**config.mk**
```make
export PLATFORM = sky130hd
export DESIGN_NAME = mak8_i2c_target
export DESIGN_NICKNAME = d
export VERILOG_FILES = /design/src/rtl/mak8_i2c_target.sv
export SDC_FILE = /design/constraint.sdc
export NUM_CORES = 1
export LEC_CHECK = 0
export CAP_MARGIN = 5
export CORE_UTILIZATION = 45
export CTS_CLUSTER_DIAMETER = 150
export DETAILED_ROUTE_END_ITERATION = 8
export PLACE_DENSITY = 0.68
export SLEW_MARGIN = 20
export SYNTH_ARGS = -nofsm -noshare
export SYNTH_HDL_FRONTEND = slang
export SYNTH_SLANG_ARGS = --single-unit
```
**constraint.sdc**
```tcl
create_clock -name clk -period 6.3 [get_ports clk]
set_input_delay 1.26 -clock clk [delete_from_list [all_inputs] [get_ports clk]]
set_output_delay 1.26 -clock clk [all_outputs]
set_load 0.05 [all_outputs]
```
**src/rtl/mak8_i2c_target.sv**
```systemverilog
// mak8_i2c_target: I2C target exposing an 8-bit-addressed register port
// (pointer byte, then write data or read data with auto-increment).
// SCL is sampled only; no clock stretching.
module mak8_i2c_target #(
   parameter logic [6:0] DEV_ADDR    = 7'h42,
   parameter int         SYNC_STAGES = 2
) (
   input  logic       clk,
   input  logic       rst_n,
   input  logic       scl_in,
   input  logic       sda_in,
   output logic       sda_oe,
   output logic [7:0] reg_addr,
   output logic [7:0] reg_wdata,
   output logic       reg_we,
   input  logic [7:0] reg_rdata,
   output logic       busy
);

   // Depth below 2 is not a safe synchronizer, so clamp it.
   localparam int NS = (SYNC_STAGES < 2) ? 2 : SYNC_STAGES;

   typedef enum logic [3:0] {
      IDLE, ADDR, ADDR_ACK, PTR, PTR_ACK, WDATA, WDATA_ACK, RDATA, RACK, IGNORE
   } state_t;

   logic [NS-1:0] scl_sync_reg;
   logic [NS-1:0] sda_sync_reg;
   logic          scl_hist_reg;
   logic          sda_hist_reg;
   logic          scl_s;
   logic          sda_s;
   logic          scl_rise;
   logic          scl_fall;
   logic          start_det;
   logic          stop_det;

   state_t        state_reg, state_next;
   logic [2:0]    cnt_reg, cnt_next;
   logic [7:0]    shift_reg, shift_next;
   logic          rw_reg, rw_next;
   logic          phase_reg, phase_next;
   logic          sda_oe_reg, sda_oe_next;
   logic          busy_reg, busy_next;
   logic [7:0]    addr_reg, addr_next;
   logic [7:0]    wdata_reg, wdata_next;
   logic          we_reg, we_next;
   logic [7:0]    rx_byte;

   // Synchronize the raw pins and keep one history flop for edge detection.
   always_ff @(posedge clk or negedge rst_n) begin
      if (!rst_n) begin
         scl_sync_reg <= '1;
         sda_sync_reg <= '1;
         scl_hist_reg <= 1'b1;
         sda_hist_reg <= 1'b1;
      end else begin
         scl_sync_reg <= {scl_sync_reg[NS-2:0], scl_in};
         sda_sync_reg <= {sda_sync_reg[NS-2:0], sda_in};
         scl_hist_reg <= scl_sync_reg[NS-1];
         sda_hist_reg <= sda_sync_reg[NS-1];
      end
   end

   assign scl_s     = scl_sync_reg[NS-1];
   assign sda_s     = sda_sync_reg[NS-1];
   assign scl_rise  = scl_s & ~scl_hist_reg;
   assign scl_fall  = ~scl_s & scl_hist_reg;
   // SDA moving while SCL stays high marks a bus condition, never a data bit.
   assign start_det = scl_s & scl_hist_reg & sda_hist_reg & ~sda_s;
   assign stop_det  = scl_s & scl_hist_reg & ~sda_hist_reg & sda_s;
   assign rx_byte   = {shift_reg[6:0], sda_s};

   // State and datapath registers.
   always_ff @(posedge clk or negedge rst_n) begin
      if (!rst_n) begin
         state_reg  <= IDLE;
         cnt_reg    <= 3'd0;
         shift_reg  <= 8'h00;
         rw_reg     <= 1'b0;
         phase_reg  <= 1'b0;
         sda_oe_reg <= 1'b0;
         busy_reg   <= 1'b0;
         addr_reg   <= 8'h00;
         wdata_reg  <= 8'h00;
         we_reg     <= 1'b0;
      end else begin
         state_reg  <= state_next;
         cnt_reg    <= cnt_next;
         shift_reg  <= shift_next;
         rw_reg     <= rw_next;
         phase_reg  <= phase_next;
         sda_oe_reg <= sda_oe_next;
         busy_reg   <= busy_next;
         addr_reg   <= addr_next;
         wdata_reg  <= wdata_next;
         we_reg     <= we_next;
      end
   end

   // Next-state logic: bus conditions first, then per-state bit handling.
   always_comb begin
      state_next  = state_reg;
      cnt_next    = cnt_reg;
      shift_next  = shift_reg;
      rw_next     = rw_reg;
      phase_next  = phase_reg;
      sda_oe_next = sda_oe_reg;
      busy_next   = busy_reg;
      addr_next   = addr_reg;
      wdata_next  = wdata_reg;
      we_next     = 1'b0;

      // The pointer advances the cycle after a write strobe.
      if (we_reg) addr_next = addr_reg + 8'd1;

      if (stop_det) begin
         state_next  = IDLE;
         cnt_next    = 3'd0;
         phase_next  = 1'b0;
         sda_oe_next = 1'b0;
         busy_next   = 1'b0;
      end else if (start_det) begin
         state_next  = ADDR;
         cnt_next    = 3'd0;
         phase_next  = 1'b0;
         sda_oe_next = 1'b0;
      end else begin
         case (state_reg)
            ADDR, PTR, WDATA: begin
               if (scl_rise) begin
                  shift_next = rx_byte;
                  cnt_next   = cnt_reg + 3'd1;
                  if (cnt_reg == 3'd7) begin
                     if (state_reg == ADDR) begin
                        if (rx_byte[7:1] == DEV_ADDR) begin
                           rw_next    = rx_byte[0];
                           state_next = ADDR_ACK;
                        end else begin
                           state_next = IGNORE;
                           busy_next  = 1'b0;
                        end
                     end else if (state_reg == PTR) begin
                        addr_next  = rx_byte;
                        state_next = PTR_ACK;
                     end else begin
                        wdata_next = rx_byte;
                        we_next    = 1'b1;
                        state_next = WDATA_ACK;
                     end
                  end
               end
            end
            ADDR_ACK, PTR_ACK, WDATA_ACK: begin
               // First falling edge pulls SDA low, the second ends the ACK slot.
               if (scl_fall) begin
                  if (!phase_reg) begin
                     phase_next  = 1'b1;
                     sda_oe_next = 1'b1;
                     if (state_reg == ADDR_ACK) busy_next = 1'b1;
                  end else begin
                     phase_next = 1'b0;
                     cnt_next   = 3'd0;
                     if (state_reg == ADDR_ACK && rw_reg) begin
                        shift_next  = {reg_rdata[6:0], 1'b0};
                        sda_oe_next = ~reg_rdata[7];
                        state_next  = RDATA;
                     end else begin
                        sda_oe_next = 1'b0;
                        state_next  = (state_reg == ADDR_ACK) ? PTR : WDATA;
                     end
                  end
               end
            end
            RDATA: begin
               // Bit 7 is already on the bus; cnt counts further bits driven.
               if (scl_fall) begin
                  if (cnt_reg == 3'd7) begin
                     sda_oe_next = 1'b0;
                     cnt_next    = 3'd0;
                     phase_next  = 1'b0;
                     state_next  = RACK;
                  end else begin
                     sda_oe_next = ~shift_reg[7];
                     shift_next  = {shift_reg[6:0], 1'b0};
                     cnt_next    = cnt_reg + 3'd1;
                  end
               end
            end
            RACK: begin
               if (scl_rise && !phase_reg) begin
                  addr_next = addr_reg + 8'd1;
                  if (sda_s) begin
                     state_next = IGNORE;
                     busy_next  = 1'b0;
                  end else begin
                     phase_next = 1'b1;
                  end
               end else if (scl_fall && phase_reg) begin
                  phase_next  = 1'b0;
                  cnt_next    = 3'd0;
                  shift_next  = {reg_rdata[6:0], 1'b0};
                  sda_oe_next = ~reg_rdata[7];
                  state_next  = RDATA;
               end
            end
            default: ;
         endcase
      end
   end

   assign sda_oe    = sda_oe_reg;
   assign reg_addr  = addr_reg;
   assign reg_wdata = wdata_reg;
   assign reg_we    = we_reg;
   assign busy      = busy_reg;

endmodule

```
### Word-level counts from Yosys, hierarchy flattened

Index checks and enable logic that the tools add are counted.

* add/sub/neg operators: 2
* muxes and demuxes: 84
* reduce and logical (&&, ||, !) cells: 18
* bitwise gates (word level): 17
* equal/unequal tests: 39

Operators with widths (number)
* 2-to-1 mux 8 bit: 16
* 2-to-1 mux 4 bit: 13
* 2-to-1 mux 1 bit: 36
* 2-to-1 mux 3 bit: 11
* != test 4 bit, second input constant: 8
* case mux 8 bit (4 select lines): 1
* != test 3 bit, second input constant: 9
* AND reduction 11 bit: 2
* AND reduction 7 bit: 3
* equality test 4 x 3 -> 1 bit, second input constant: 4
* != test 2 bit, second input constant: 8
* case mux 4 bit (4 select lines): 1
* case mux 8 bit (2 select lines): 1
* != test 5 bit, second input constant: 3
* case mux 3 bit (4 select lines): 1
* inverter 1 bit: 10
* case mux 1 bit (3 select lines): 3
* AND reduction 9 bit: 1
* adder 8 x 1 -> 8 bit, second input constant: 1
* equality test 4 x 2 -> 1 bit, second input constant: 2
* nonzero test 4 bit: 2
* AND 1 bit: 7
* equality test 7 bit, second input constant: 1
* AND reduction 6 bit: 1
* other kinds (12): 15

* bits of input ports: 12
* output and inout bits: 19
* bits in registers: 42
* word-level logic and storage cells: 174

### Logic depth before layout (Yosys ltp)

Gate-level depths: netlist of run 1.

* depth after elaboration: 9
* depth in mapped cells: 8
* gate-level depth less buffers: 7

### Worst setup path after synthesis of run 1

No wires, ideal clock.

* path kind: register to register
* from: register state_reg[2]
* to: register shift_reg[1]
* slack: 4.143 ns
* required time: 6.175 ns
* setup time: 0.125 ns
* period minus slack after synthesis: 2.157 ns
* buffers on the path: 3
* data arrival time: 2.032 ns
* stages on the path, launching flop included: 8
* cells stage by stage: dfrtp_1 buf_6 or4b_4 buf_6 o21ai_0 buf_2 mux2_2 mux2_2

* cells in the longest elaborated chain, start to end: 4
* elaborated cells between the ends (all ways): 22
* those cells by class: eq/ne (16); mux (1); reduce/logical (5)

Ends and longest elaborated chain
* from (decl): line 38 `state_t state_reg, state_next;`
* from (signal assigned): line 88 `state_reg <= state_next;`
* equality test 4 x 2 -> 1 bit, or another cell as far along: line 129, 164
* OR reduction 3 bit or logical AND 1 bit (tied branches): line 129, 164
* nonzero test 4 bit (no line) or != test 2 bit (tied branches)
* AND reduction 11 bit (no line)
* to (signal assigned): line 90 `shift_reg <= shift_next;`
* to (decl): line 40 `logic [7:0] shift_reg, shift_next;`

Parallel ways exist; a longest one is shown, timed or not.
A chain may end at the register's enable or synchronous reset.

### Worst setup path after layout of run 1

* from: register we_reg, in the netlist reg_we
* to: output reg_we

RTL lines
* from (decl): line 47 `logic we_reg, we_next;`
* from (signal assigned): line 97 `we_reg <= we_next;`
* to (decl): line 15 `output logic reg_we,`

No word-level cell between the ends.

==> results_dict.tcl, run 1 <==
set metrics [dict create \
    status "completed" \
    grt_overflow 0 \
    post_drt_wl_per_cell_um 18.0 \
    gr-usage-all-layers_pct 23.0 \
    seq_area_frac_synth_pct 41.8 \
    cts-resized-gates 0 \
    drcViolationCount 0 \
    root_buffer "clkbuf_8" \
    cp_top_family "buffers and inverters" \
    placed_cell_area_mm2 0.00284 \
    ioPinCount 31 \
    insertion_delay_ns 0.30 \
    hold_buffers 0 \
    cellLeakagePower_nw 1.20 \
    critPathBufInv 1 \
    vias_per_cell 6.12 \
    syn2layout_area_growth_pct 15.7 \
    cts_setup_buffers 0 \
    nNetsFinal 289 \
    max-slew-margin-rel_pct 36.9 \
    grt_max_degree 43 \
    netlist_area_mm2 0.00253 \
    ys_async_sr_fraction_pct 100 \
    ys.warnings.count 0 \
    final_cell_mix "dfrtp_1 (36), clkdlybuf4s50_1 (29), mux2_2 (23), nand2_1 (21), a21oi_1 (16)" \
    drive_gt1_share_pct 21.1 \
    rsz0062_at_grt "no" \
    worst-path-max-fanout 10 \
    tightest_slew_ns 0.946 \
    worstSetupPathType "reg2out" \
    ant_nets 0 \
    cts_buffers 5 \
    fin_tns_setup_ns 0 \
    synth_edf_count 0 \
    slew_viol_final 0 \
    post-route-period-util_pct 47.7 \
    syn-num-nets 266 \
    synth_seq_cells 42 \
    critical_path_arrival_ns 1.75 \
    io_buffers 30 \
    clk_pin_slew_worst_paths_ns 0.08 \
    start_kind "flop" \
    fmax_ghz 0.332 \
    min_path_type "reg2reg" \
    start_util_pct 48.0 \
    final_common_cell "dfrtp_1" \
    cpPeakStageDelay_ns 0.88 \
    gp_congestion 0.897 \
    dr.pass1.iters 5 \
    netlist_instances 251 \
    fillers 468 \
    crit_path_end_kind "primary output" \
    grt_pass1_wl_um 10600 \
    cts_tree "done" \
    first_iter_violations 254 \
    core-area_mm2 0.00527 \
    power_density_mw_per_mm2 384 \
    die_h_um 77 \
    placementRows 26 \
    diodes 0 \
    stdcell_area_mm2 0.00293 \
    antenna_found_initial 0 \
    drv_cap 0 \
    die_x_um 77 \
    setup_viol 0 \
    die-area_mm2 0.00593 \
    finalHoldViolCount 0 \
    grt_pass1_vias 2033 \
    worstPathRequired_ns 5.04 \
    post_synth.cell_area_avg_um2 10.1 \
    place_hpwl_um 4310 \
    finalCriticalPeriod_ns 3.01 \
    vias 2112 \
    wl_um 6190 \
    htree_levels 2 \
    finClkSkew_ns 0.00561 \
    clk_path_buf_depth 2 \
    synth_ff_type "dfrtp_1" \
    slowest_stage "clkdlybuf4s50_1" \
    ir_worst_vdd_mv 0.218 \
    worstPathCellList "clkdlybuf4s50_1" \
    ys_types 63 \
    cts_sinks 42 \
]
report_power, final:
| group | internal [mW] | switching [mW] | total (mW) |
|---|---|---|---|
| Sequential | 0.329 | 0.115 | 0.444 |
| Combinational | 0.234 | 0.265 | 0.499 |
| Clock | 0.0781 | 0.102 | 0.180 |
| Total | 0.642 | 0.482 | 1.12 |
logic make-up (layout without fill, tap and decap cells):
| kind of cell | Yosys count | after routing | synth area share [%] |
|---|---|---|---|
| buffers and inverters | 23 | 47 | 4.60 |
| xor gates and xnor gates | 6 | 6 | 2.08 |
| and+or+nand+nor | 86 | 86 | 19.8 |
| adders and majority gates | 4 | 4 | 1.88 |
| AOI/OAI and AO/OA | 67 | 67 | 19.6 |
| muxes | 23 | 23 | 10.2 |
| DFF | 42 | 42 | 41.8 |
area by class of cell:
class | count | area (um2) | share of cell area, %
multi-input cells | 186 | 1360 | 46.5
well taps | 70 | 87.6 | 2.99
clock inverters | 3 | 18.8 | 0.641
inverters | 8 | 30.0 | 1.03
repair buffers | 31 | 303 | 10.3
flip-flops and latches | 42 | 1060 | 36.2
clock buffers | 5 | 68.8 | 2.35
worst paths after layout:
check / startpoint / endpoint / slack [ns] / depth (start not counted)
max reg2reg: state_reg[3] / reg_addr[1] / 3.76 / 5
min in group asynchronous: rst_n / cnt_reg[0] / 1.10 / 1
max in group asynchronous: rst_n / state_reg[2] / 4.62 / 1
min: sda_sync_reg[0] / sda_sync_reg[1] / 0.36 / 0
min reg2reg: sda_sync_reg[0] / sda_sync_reg[1] / 0.36 / 0
max: reg_we / reg_we / 3.29 / 1
per-layer routing:
layer	wire [um]	global-route usage, %
met1	2870	33.9
met2	2840	33.9
met3	439	3.81
met4	38	8.11
met5	0	0
through the flow:
step | util, % | hold slack (ns) | power, mW | setup WS [ns] | std cells
5_1_grt | 55.6 | 0.372 | 1.20 | 3.25 | 345
3_3_place_gp | 53.8 | 0.346 | 0.927 | 3.65 | 337
2_1_floorplan | - | 0.345 | 0.818 | 4.14 | 251
3_5_place_dp | 53.8 | 0.347 | 0.937 | 3.64 | 337
6_report | 55.6 | 0.360 | 1.12 | 3.29 | 345
4_1_cts | 55.5 | 0.360 | 1.12 | 3.31 | 345
Yosys cell counts (2+ instances only):
cell / instances / area (um2)
a211oi_1: 2 / 15.0
nand3_1: 8 / 40.0
ha_1: 3 / 37.5
xor2_1: 4 / 35.0
o211ai_1: 3 / 22.5
and4_1: 2 / 17.5
dfstp_2: 6 / 158
nor3_1: 8 / 40.0
nand3b_1: 4 / 30.0
nand2b_1: 5 / 31.3
clkbuf_1: 7 / 26.3
nor2b_1: 2 / 12.5
nand2_1: 21 / 78.8
nor3b_1: 2 / 15.0
o311ai_0: 2 / 17.5
o31ai_1: 2 / 15.0
o221ai_1: 5 / 43.8
a21o_1: 2 / 15.0
a31o_2: 4 / 35.0
or3b_2: 3 / 26.3
nor2_1: 10 / 37.5
o41ai_1: 2 / 17.5
a21boi_0: 2 / 15.0
or2_2: 4 / 25.0
xnor2_1: 2 / 17.5
o21ai_0: 9 / 45.0
mux2_2: 23 / 259
a22o_1: 2 / 17.5
a31oi_1: 3 / 18.8
inv_1: 8 / 30.0
buf_2: 3 / 15.0
dfrtp_1: 36 / 901
buf_6: 3 / 33.8
and3_1: 3 / 18.8
nand4_1: 3 / 18.8
a21oi_1: 16 / 80.1
(Power assumes the default switching activity.)
==> run 2: changes to the inputs <==
- PLACE_DENSITY: 0.68 -> 0.7
- clock period: 6.3 -> 2.5 ns (I/O delays scaled with it)
==> run 2 against run 1 <==
  * Final cell count up 3.5%
  * Worst setup slack worse by 3.1 ns
  * Worst hold slack got worse by 0.24 ns
  * Clock power rose to 2.6 times the previous value
  * Clock skew fell by 0.0017 ns
  * Power increased to 2.6 times the previous value
  * First-iteration DRC count fell by 18%
  * Combinational power rose to 2.7 times the previous value
  * Critical path depth up 4
  * Critical path type is now reg2reg
  * Largest cell class unchanged
  * Highest routed layer unchanged
==> results_dict.tcl, run 2 (synthesized netlist as in run 1, its figures left out) <==
set metrics [dict create \
    status "completed" \
    cts_setup_buffers 0 \
    fin_tns_setup_ns 0 \
    finalCriticalPeriod_ns 2.33 \
    dp_cells 349 \
    placementRows 26 \
    insertion_delay_ns 0.29 \
    start_kind "flop" \
    final_common_cell "dfrtp_1" \
    place_hpwl_um 4610 \
    vias 2139 \
    worstSetupPathType "reg2reg" \
    fillers 488 \
    crit_path_end_kind "flop" \
    die_x_um 77 \
    vias_per_cell 5.99 \
    post_drt_wl_per_cell_um 17.8 \
    cts_sinks 42 \
    fin_cells 357 \
    antenna_found_initial 0 \
    critical_path_arrival_ns 2.51 \
    ir_worst_vdd_mv 0.457 \
    hold_buffers 0 \
    dr.pass1.iters 5 \
    slew_viol_final 0 \
    cts_buffers 5 \
    die-area_mm2 0.00593 \
    p_sw_share_pct 41.5 \
    ioPinCount 31 \
    fin_total_pwr_mw 2.89 \
    cpPeakStageDelay_ns 0.55 \
    start_util_pct 48.0 \
    wl_um 6340 \
    worst-path-max-fanout 10 \
    layout_setup_ws_ns 0.167 \
    tightest_slew_ns 0.719 \
    cellLeakagePower_nw 1.26 \
    diodes 0 \
    gr-usage-all-layers_pct 23.0 \
    switchingPower_mw 1.20 \
    drive_gt1_share_pct 23.7 \
    first_iter_violations 209 \
    grt_max_degree 27 \
    drv_cap 0 \
    finClkSkew_ns 0.00395 \
    syn2layout_area_growth_pct 19.3 \
    grt_pass1_wl_um 10600 \
    worstPathCellList "nor4b_2, nand2_2, a2111oi_4, nor2_1, a221o_1" \
    clk_path_buf_depth 2 \
    finalHoldViolCount 0 \
    slowest_stage "nor4b_2" \
    p_int_mw 1.69 \
    pwr-share-clk_pct 16.2 \
    nNetsFinal 301 \
    cts-resized-gates 0 \
    gp_congestion 0.974 \
    root_buffer "clkbuf_8" \
    combPwrFrac_pct 47.2 \
    drcViolationCount 0 \
    die_h_um 77 \
    setup_viol 0 \
    fmax_ghz 0.429 \
    worstPathRequired_ns 2.68 \
    power_density_mw_per_mm2 957 \
    seq_power_share_pct 36.6 \
    grt_overflow 0 \
    htree_levels 2 \
    pre_cts_slack_ns 0.247 \
    io_buffers 30 \
    ant_nets 0 \
    core-area_mm2 0.00527 \
    final_cell_mix "dfrtp_1 (36), clkdlybuf4s50_1 (29), mux2_2 (23), nand2_1 (21), a21oi_1 (16)" \
    cts_tree "done" \
    grt_pass1_vias 2067 \
    max-slew-margin-rel_pct 52.1 \
    finish.utilization_pct 57.3 \
    post-route-period-util_pct 93.3 \
    clk_pin_slew_worst_paths_ns 0.08 \
    min_path_type "in2async" \
    rsz0062_at_grt "no" \
]
-- run 2: final timing paths --
path | start | end | slack [ns] | cells after the start
max | state_reg[1] | reg_addr[1] | 0.17 | 5
min | rst_n | phase_reg | 0.12 | 1
max reg2reg | state_reg[1] | reg_addr[1] | 0.17 | 5
min reg2reg | sda_sync_reg[0] | sda_sync_reg[1] | 0.36 | 0
max in group asynchronous | rst_n | shift_reg[7] | 1.70 | 2
min in group clk | sda_sync_reg[0] | sda_sync_reg[1] | 0.36 | 0
-- run 2: final cells by class --
type                    count  area, um2  share of cell area (%)
clock buffers               7       86.3                    2.86
clock inverters             1       8.76                   0.290
inverters                   8       30.0                   0.994
multi-input cells         186       1360                    44.9
flip-flops and latches     42       1060                    35.0
well taps                  70       87.6                    2.90
repair buffers             43        393                    13.0
-- run 2: power by group through the flow --
stage          Clock (mW)  Combinational (mW)  Sequential [mW]
5_1_grt             0.506                1.50             1.08
3_3_place_gp            0                1.33             1.06
2_1_floorplan           0                1.05             1.01
3_5_place_dp            0                1.35             1.06
6_report            0.468                1.36             1.06
4_1_cts             0.481                1.35             1.05
-- run 2: routing by layer --
| layer | global-route usage [%] | wire [um] |
|---|---|---|
| met2 | 34.5 | 2830 |
| met5 | 0 | 0 |
| met4 | 8.30 | 106 |
| met1 | 34.3 | 3070 |
| met3 | 2.26 | 332 |
-- run 2: critical path, delay by kind of cell, from the launching register on --
family | cells | cell delay, ns
flops | 1 | 0.51
simple gates | 3 | 0.83
compound gates | 2 | 0.88
-- run 2: metrics by stage --
step | hold WS [ns] | instance area (um2)
finish | 0.124 | 3020
global route | 0.150 | 3020
CTS | 0.135 | 3020
detailed placement | 0.351 | 2930
global placement | 0.346 | 2930
floorplan | 0.204 | 2530
==> run 3: changes to the inputs <==
- ABC_AREA: not set -> 1
==> run 3 against run 2 <==
  * Clock power is 6.6% lower
  * Register-to-register slack better by 0.45 ns
  * Maximum frequency is 11% higher
  * First-iteration DRC count is 7.7% lower
  * Utilization is 1.9 points lower
  * Synthesized area is 3.8% higher
  * Final cell count is 29% higher
  * Sequential share of layout area is 0.77 points lower
  * Final area is 2.2% higher
  * Worst setup slack better by 0.23 ns
  * Worst hold slack better by 0.029 ns
==> results_dict.tcl, run 3 <==
set metrics [dict create \
    combPwrFrac_pct 55.6 \
    cts_setup_buffers 0 \
    core-area_mm2 0.00557 \
    syn2layout_area_growth_pct 17.5 \
    cts_tree "done" \
    synth_ff_type "dfrtp_1" \
    cts_buffers 5 \
    p_int_mw 1.56 \
    htree_levels 2 \
    critical_path_arrival_ns 1.60 \
    gr-usage-all-layers_pct 22.8 \
    setup_viol 0 \
    finalCriticalPeriod_ns 2.10 \
    tightest_slew_ns 0.563 \
    die_x_um 78.4 \
    slew_viol_final 0 \
    post-route-period-util_pct 84.0 \
    synth_seq_cells 42 \
    switchingPower_mw 1.56 \
    diodes 0 \
    worstPathCellList "clkdlybuf4s50_1" \
    cts_sinks 42 \
    root_buffer "clkbuf_8" \
    seq_power_share_pct 30.4 \
    clk_path_buf_depth 2 \
    cellLeakagePower_nw 1.47 \
    io_buffers 30 \
    netlist_instances 353 \
    nNetsFinal 402 \
    netlist_area_mm2 0.00263 \
    wl_um 6420 \
    dr.pass1.iters 4 \
    cp_top_family "buffers and inverters" \
    ioPinCount 31 \
    synth.largest_area_cell "dfrtp_1" \
    die-area_mm2 0.00615 \
    use_met1_pct 33.3 \
    grt_overflow 0 \
    finish.utilization_pct 55.4 \
    ys_types 38 \
    insertion_delay_ns 0.30 \
    seq_area_frac_synth_pct 40.3 \
    fillers 535 \
    vias_per_cell 5.25 \
    ant_nets 0 \
    grt_max_degree 23 \
    synthTopCellsByArea "dfrtp_1 (34%), nand2_1 (16%), dfstp_2 (6.0%)" \
    synth_edf_count 0 \
    grt_pass1_wl_um 10800 \
    placementRows 27 \
    rsz0062_at_grt "no" \
    ys.warnings.count 0 \
    die_h_um 78.4 \
    post_drt_wl_per_cell_um 14.0 \
    hold_buffers 0 \
    cpPeakStageDelay_ns 0.84 \
    worst-path-max-fanout 5 \
    final_common_cell "nand2_1" \
    grt_pass1_vias 2167 \
    p_sw_share_pct 50.1 \
    synth_common_cells "nand2_1 (112), dfrtp_1 (36), inv_1 (28), o21ai_0 (28), nand3_1 (27)" \
    synth_top_area_share_pct 34.3 \
    gr-usage-met3_pct 3.14 \
    status "completed" \
    place_hpwl_um 4870 \
    gp_congestion 0.946 \
    min_path_type "in2async" \
    start_util_pct 47.1 \
    drv_cap 0 \
    finClkSkew_ns 0.00772 \
    syn-num-nets 368 \
    grt-busiest-layer "met2" \
    ir_worst_vdd_mv 0.480 \
    critPathBufInv 1 \
    final_cell_mix "nand2_1 (112), dfrtp_1 (36), clkdlybuf4s50_1 (29), inv_1 (28), o21ai_0 (28)" \
    drive_gt1_share_pct 12.9 \
    met2_usage_pct 35.4 \
    pwr-share-clk_pct 14.0 \
    fin_tns_setup_ns 0 \
    power_density_mw_per_mm2 1010 \
    whs_ns 0.153 \
    finalHoldViolCount 0 \
    slowest_stage "clkdlybuf4s50_1" \
    post_synth.cell_area_avg_um2 7.44 \
    yosysMostFrequentCell "nand2_1" \
    start_kind "flop" \
    ys_async_sr_fraction_pct 100 \
    max-slew-margin-rel_pct 62.1 \
    cts-resized-gates 0 \
    worstSetupPathType "reg2out" \
    first_iter_violations 193 \
    worstPathRequired_ns 2.00 \
    clk_pin_slew_worst_paths_ns 0.08 \
    drcViolationCount 0 \
    fmax_ghz 0.476 \
    crit_path_end_kind "primary output" \
    antenna_found_initial 0 \
    vias 2414 \
]
## run 3: cell types whose count changed in the layout (fill, tap and decap cells not counted), moves of 6 or more
cell	change
nor3_1	-6
nor2_2	+7
inv_1	+20
nand2_2	+7
o21ai_0	+19
nand4_1	+12
nand2_1	+91
inv_2	+7
nor2_1	+12
mux2_2	-23
buf_4	-11
a21oi_1	-12
nand3_1	+19
## run 3: kinds of logic after synthesis
group,after synthesis,synth area share (%)
AOI/OAI and AO/OA,54,12.6
adders and majority gates,3,1.43
DFF,42,40.3
buffers and inverters,44,6.67
muxes,1,0.381
and+or+nand+nor,204,37.0
xor gates and xnor gates,5,1.67
## run 3: final cells by class
cell class | count | area [um2] | share of cell area [%]
Clock inverter | 1 | 7.51 | 0.243
Sequential cell | 42 | 1060 | 34.3
Timing Repair Buffer | 32 | 310 | 10.0
Inverter | 39 | 151 | 4.90
Clock buffer | 7 | 76.3 | 2.47
Multi-Input combinational cell | 267 | 1390 | 45.1
Tap cell | 72 | 90.1 | 2.92
## run 3: per-layer routing
layer	vias to the layer above	routed length (um)
met5	-	0
met4	0	64
met3	6	292
met2	54	3010
met1	1117	3050
li1	1237	-
## run 3: path summary, 6_finish.rpt
kind                                        end  slack [ns]       startpoint  cells after the start
worst max register to register     state_reg[3]        0.62  scl_sync_reg[1]                     12
worst min-delay path               reg_wdata[1]        0.15            rst_n                      1
min in group clk                scl_sync_reg[1]        0.36  scl_sync_reg[0]                      0
worst max-delay path                reg_addr[0]        0.40      reg_addr[0]                      1
max in group asynchronous           reg_addr[2]        1.68            rst_n                      2
worst min register to register  scl_sync_reg[1]        0.36  scl_sync_reg[0]                      0
## run 3: power by group through the flow
stage	Clock (mW)	Sequential (mW)	Combinational [mW]
after floorplan	0	1.01	1.26
after global placement	0	0.960	1.72
after detailed placement	0	0.962	1.72
after CTS	0.451	0.949	1.72
after global routing	0.481	0.966	1.93
final	0.437	0.948	1.74
## run 3: per-stage QoR
| step | cell area [um2] | setup slack (ns) | cells | power (mW) |
|---|---|---|---|---|
| 6_report | 3090 | 0.399 | 460 | 3.12 |
| 5_1_grt | 3090 | 0.353 | 460 | 3.37 |
| 4_1_cts | 3090 | 0.394 | 460 | 3.12 |
| 3_5_place_dp | 3000 | 0.671 | 452 | 2.68 |
| 3_3_place_gp | 3000 | 0.716 | 452 | 2.68 |
| 2_1_floorplan | 2630 | 0.723 | 353 | 2.27 |
